==> config.mk <==
export PLATFORM = sky130hd
export DESIGN_NAME = uart_rx_osr
export DESIGN_NICKNAME = d
export VERILOG_FILES = /design/src/rtl/uart_rx_osr.sv
export SDC_FILE = /design/constraint.sdc
export NUM_CORES = 1
export LEC_CHECK = 0
export ABC_AREA = 1
export CAP_MARGIN = 20
export CORE_UTILIZATION = 40
export CTS_CLUSTER_SIZE = 16
export DETAILED_ROUTE_END_ITERATION = 10
export PLACE_DENSITY = 0.65
export SLEW_MARGIN = 40
export SYNTH_ARGS = -nofsm -noshare
export SYNTH_HDL_FRONTEND = slang
export SYNTH_SLANG_ARGS = --single-unit
==> constraint.sdc <==
create_clock -name clk -period 1.45 [get_ports clk]
set_input_delay 0.29 -clock clk [delete_from_list [all_inputs] [get_ports clk]]
set_output_delay 0.29 -clock clk [all_outputs]
set_load 0.02 [all_outputs]
==> src/rtl/uart_rx_osr.sv <==
// uart_rx_osr: oversampled UART receiver for the echo path.
//   Synchronises rxd, detects the start bit on the sample_tick grid, samples
//   each bit at its centre and hands the byte over a valid/ack handshake.
//   Optional feature macro: UART_RX_PARITY_EN (adds an even-parity bit whose
//   mismatch is ORed into frame_err).
// Ports:
//   clk          system clock, rising edge
//   reset_n      synchronous active-low reset
//   sample_tick  one-clk enable at OSR x baud; all bit timing advances on it
//   rxd          asynchronous serial input, idle high
//   rx_data      received byte, LSB first on the line
//   rx_valid     rx_data holds an unacknowledged byte
//   rx_ack       one-clk consumer pulse, clears rx_valid and overrun_err
//   frame_err    stop bit (or parity) bad on the last frame
//   overrun_err  a frame completed while rx_valid was still set
//   busy         receiver is inside a frame
module uart_rx_osr #(
    parameter int OSR       = 16,
    parameter int DATA_BITS = 8
) (
    input  logic                 clk,
    input  logic                 reset_n,
    input  logic                 sample_tick,
    input  logic                 rxd,
    output logic [DATA_BITS-1:0] rx_data,
    output logic                 rx_valid,
    input  logic                 rx_ack,
    output logic                 frame_err,
    output logic                 overrun_err,
    output logic                 busy
);

    localparam int TW = $clog2(OSR);
    localparam int BW = $clog2(DATA_BITS);
    localparam logic [TW-1:0] T_HALF_LAST = TW'(OSR / 2 - 1);
    localparam logic [TW-1:0] T_FULL_LAST = TW'(OSR - 1);
    localparam logic [TW-1:0] T_ONE       = TW'(1);
    localparam logic [BW-1:0] B_LAST      = BW'(DATA_BITS - 1);
    localparam logic [BW-1:0] B_ONE       = BW'(1);

    typedef enum logic [2:0] {
        S_IDLE,
        S_START,
        S_DATA,
`ifdef UART_RX_PARITY_EN
        S_PARITY,
`endif
        S_STOP
    } state_t;

    state_t               r_state;
    logic                 r_sync1;
    logic                 r_sync2;
    logic [TW-1:0]        r_tcnt;
    logic [BW-1:0]        r_bcnt;
    logic [DATA_BITS-1:0] r_shift;
    logic [DATA_BITS-1:0] r_rx_data;
    logic                 r_rx_valid;
    logic                 r_frame_err;
    logic                 r_overrun_err;
    logic                 r_busy;
`ifdef UART_RX_PARITY_EN
    logic                 r_par_err;
`endif

    logic w_rxs;
    logic w_half;
    logic w_full;
    logic w_done;
    logic w_frame_bad;

    assign w_rxs  = r_sync2;
    assign w_half = (r_tcnt == T_HALF_LAST);
    assign w_full = (r_tcnt == T_FULL_LAST);
    // Frame completes at mid-stop, so back-to-back frames are never missed.
    assign w_done = sample_tick && (r_state == S_STOP) && w_full;
`ifdef UART_RX_PARITY_EN
    assign w_frame_bad = ~w_rxs | r_par_err;
`else
    assign w_frame_bad = ~w_rxs;
`endif

    assign rx_data     = r_rx_data;
    assign rx_valid    = r_rx_valid;
    assign frame_err   = r_frame_err;
    assign overrun_err = r_overrun_err;
    assign busy        = r_busy;

    always_ff @(posedge clk) begin
        if (!reset_n) begin
            r_sync1 <= 1'b1;
            r_sync2 <= 1'b1;
        end else begin
            r_sync1 <= rxd;
            r_sync2 <= r_sync1;
        end
    end

    always_ff @(posedge clk) begin
        if (!reset_n) begin
            r_state       <= S_IDLE;
            r_tcnt        <= '0;
            r_bcnt        <= '0;
            r_shift       <= '0;
            r_rx_data     <= '0;
            r_rx_valid    <= 1'b0;
            r_frame_err   <= 1'b0;
            r_overrun_err <= 1'b0;
            r_busy        <= 1'b0;
`ifdef UART_RX_PARITY_EN
            r_par_err     <= 1'b0;
`endif
        end else begin
            if (sample_tick) begin
                case (r_state)
                    S_IDLE: begin
                        if (!w_rxs) begin
                            r_state <= S_START;
                            r_tcnt  <= '0;
                            r_busy  <= 1'b1;
                        end
                    end
                    S_START: begin
                        if (w_half) begin
                            // Line back high at start centre: glitch, not a frame.
                            if (w_rxs) begin
                                r_state <= S_IDLE;
                                r_busy  <= 1'b0;
                            end else begin
                                r_state <= S_DATA;
                                r_tcnt  <= '0;
                                r_bcnt  <= '0;
                            end
                        end else begin
                            r_tcnt <= r_tcnt + T_ONE;
                        end
                    end
                    S_DATA: begin
                        if (w_full) begin
                            r_tcnt  <= '0;
                            r_shift <= {w_rxs, r_shift[DATA_BITS-1:1]};
                            if (r_bcnt == B_LAST) begin
`ifdef UART_RX_PARITY_EN
                                r_state <= S_PARITY;
`else
                                r_state <= S_STOP;
`endif
                            end else begin
                                r_bcnt <= r_bcnt + B_ONE;
                            end
                        end else begin
                            r_tcnt <= r_tcnt + T_ONE;
                        end
                    end
`ifdef UART_RX_PARITY_EN
                    S_PARITY: begin
                        if (w_full) begin
                            r_tcnt    <= '0;
                            r_par_err <= w_rxs ^ (^r_shift);
                            r_state   <= S_STOP;
                        end else begin
                            r_tcnt <= r_tcnt + T_ONE;
                        end
                    end
`endif
                    S_STOP: begin
                        if (w_full) begin
                            r_tcnt  <= '0;
                            r_state <= S_IDLE;
                            r_busy  <= 1'b0;
                        end else begin
                            r_tcnt <= r_tcnt + T_ONE;
                        end
                    end
                    default: begin
                        r_state <= S_IDLE;
                        r_busy  <= 1'b0;
                    end
                endcase
            end

            if (w_done) begin
                r_rx_data     <= r_shift;
                r_rx_valid    <= 1'b1;
                r_frame_err   <= w_frame_bad;
                // An ack on the completion cycle consumes the old byte.
                r_overrun_err <= r_rx_valid & ~rx_ack;
            end else if (rx_ack && r_rx_valid) begin
                r_rx_valid    <= 1'b0;
                r_overrun_err <= 1'b0;
            end
        end
    end

endmodule

==> key figures <==
STA
  – Final worst path period share: 93.0%
  – Setup ws final: 0.101 ns
  – Max-slew violations: 0
  – Setup-failing EPs final: 0
  – Slew headroom: 83.7%
  – Final Hold Fails: 0
  – Minimum clock period: 1.35 ns
  – WHS: 0.421 ns
  – Max Freq: 741 MHz
  – Clock Skew: 0.00591 ns
  – Tightest Pin Transition: 0.245 ns

CTS
  – CTS tree: yes
  – Root buffer cell: clkbuf_4
  – Total CTS buffers: 5
  – # H-tree levels: 2
  – Clock buffer depth: 2
  – Sink Count: 31
  – CTS Hold Buffers Added: 0
  – Clk slew on worst S/H paths: 0.09 ns
  – Clk_lat worst skew: 0.34 ns

Power and ir drop
  – P per Cell Area: 1060 nW/um2
  – Pleak: 0.838 nW
  – VDD IR max: 0.600 mV

Critical path
  – CP top delay family: flip-flops
  – R2R Setup Slk: 0.11 ns
  – Kind of critical path: reg -> out
  – R2R Path Start: r_bcnt[0]$_SDFFE_PN0P_
  – Crit-path slowest cell: dfxtp_1
  – FF-to-FF path depth: 10
  – Levels on crit path: 1
  – Crit end category: output pin
  – Slowest Stage Delay on Critical Path: 0.38 ns
  – Crit path required time: 1.16 ns
  – Worst-path fanout max: 4
  – Crit path cell chain: dlygate4sd2_1
  – Startpoint types: flop
  – Worst Path Buf+Inv: 1
  – FF-to-FF End: r_bcnt[0]$_SDFFE_PN0P_
  – Crit path DAT: 1.06 ns

Yosys
  – Syn_area_per_cell: 7.37 um2
  – Synthesized area: 1340 um2
  – Top cell type's share of synthesized area: 46.3%
  – Synth Warn #: 0
  – Yosys reg bits: 31
  – Synth Instances: 182
  – Syn Nets: 190
  – Synth area leaders: dfxtp_1 (46%), nor2_1 (13%), nand2_1 (9.2%)
  – Leading area contributor after synthesis: dfxtp_1
  – Sequential element share of the synthesized area: 46.3%
  – Yosys cell types: 17

Finish
  – Syn-to-layout area delta: 28.2%
  – Most common cell after layout, fill and taps aside: nor2_1
  – N_diodes: 0
  – Fraction of layout cells with a size suffix above 1: 20.5%
  – Most frequent cells in the layout: nor2_1 (44), nand2_1 (31), dfxtp_1 (28)
  – Nets: 222
  – Final cell count without fillers: 259
  – Post-layout util: 55.0%
  – Fill cells: 310

Detailed routing
  – DRT Pass-1 Iters: 5
  – Routed WL: 2810 um
  – Iter 0 DRT Violations: 36
  – DRC: 0
  – DR WL/cell: 10.8 um
  – Total number of vias: 1,226
  – Drt via density: 4.73
  – ANT nets after route: 0

Min path
  – Worst Hold Launch: r_sync1$_SDFF_PN1_
  – Hold Path Class: reg -> reg
  – Cells on Worst Hold Path: 1
  – Hold Path End: r_sync2$_SDFF_PN1_

Floorplan
  – Die X: 59.9 um
  – Die area: 3590 um2
  – Die H: 59.9 um
  – Core area: 3130 um2
  – I/O Pins: 17
  – Row count: 20
  – Initial Util: 42.9%

Global route
  – Antenna violations before repair: 0
  – GRT Resource Usage Total: 18.9%
  – Vias in the first global route: 1,164
  – GRT Residual Overflow: 0
  – Largest net degree at the start of global routing: 23
  – First-pass GRT wire length: 4990 um

Placement
  – DP HPWL: 2010 um
  – Final Wtd Congestion: 0.884
  – Placed Cells: 250
  – # port buffers: 16
  – Place WS: -0.251 ns

Run
  – Max-cap violation count: 0

Status
  – Outcome: completed
==> worst max-delay path by stage <==
stage	slack, ns	endpoint	from
after floorplan	0.07	r_shift[0]$_SDFFE_PN0P_	r_tcnt[0]$_SDFFE_PN0P_
after global placement	-0.18	r_state[0]$_SDFFE_PN0P_	sample_tick
after detailed placement	-0.25	r_state[0]$_SDFFE_PN0P_	sample_tick
after CTS	0.01	r_tcnt[0]$_SDFFE_PN0P_	r_tcnt[1]$_SDFFE_PN0P_
after global routing	-0.005	r_state[0]$_SDFFE_PN0P_	r_tcnt[1]$_SDFFE_PN0P_
final	0.10	rx_valid	rx_valid$_SDFFE_PN0P_
==> registers in the layout (all words and copies together), names as in the netlist <==
name,flops
rx_valid,1
frame_err,1
r_shift,8
r_sync2,1
r_bcnt,3
overrun_err,1
r_tcnt,4
r_state,2
r_sync1,1
rx_data,8
busy,1
==> Yosys cell counts <==
cell and number:
a211o_2 1, a21oi_1 10, buf_6 1, clkbuf_1 2
dfxtp_1 31, ha_1 3, inv_1 13, inv_2 3
nand2_1 33, nand3_1 8, nand3_4 1, nand4_1 2
nor2_1 47, nor2_4 2, nor3_4 2, o21ai_0 20
or2_2 3
==> report_power, final <==
part / leakage, nW / internal (W) / switching (W)
Clock: 0.0375 / 0.000283 / 0.000302
Combinational: 0.549 / 0.000127 / 0.000193
Sequential: 0.252 / 0.000886 / 0.0000309
==> routing by layer <==
layer | GRT usage [%] | vias to the layer above | wire length (um)
li1 | - | 649 | -
met1 | 22.3 | 539 | 1300
met2 | 30.6 | 32 | 1340
met3 | 6.49 | 6 | 130
met4 | 8.97 | 0 | 33
met5 | 0 | - | 0
==> timing repair <==
item                                    4_1_cts  5_1_grt
cloned                                        0        0
pin swaps                                     0        4
gates resized for setup                      12       15
buffers inserted                              0        1
endpoints found under the setup margin       12       19
==> cells by family after synthesis <==
family / count (synthesis) / synth area share, %
buffers and inverters: 19 / 5.88
AND/OR/NAND/NOR: 98 / 33.1
AO/OA/AOI/OAI: 31 / 11.9
adder cells (fa/ha/maj): 3 / 2.80
flip-flops: 31 / 46.3
==> through the flow <==
stage / power (W) / area, um2 / TNS [ns]
detailed placement: 0.00122 / 1620 / -3.27
floorplan: 0.00113 / 1340 / 0
CTS: 0.00180 / 1680 / 0
finish: 0.00182 / 1720 / 0
global route: 0.00193 / 1720 / -0.00887
global placement: 0.00121 / 1620 / -2.69
==> layout make-up <==
cell class	instances	area, um2	area share (%)
Inverter	16	60.1	3.49
Multi-Input combinational cell	132	672	39.1
Timing Repair Buffer	28	235	13.7
Clock buffer	7	65.1	3.78
Sequential cell	31	624	36.3
Tap cell	44	55.1	3.20
Clock inverter	1	7.51	0.437
Power figures use the tool's default switching activity.
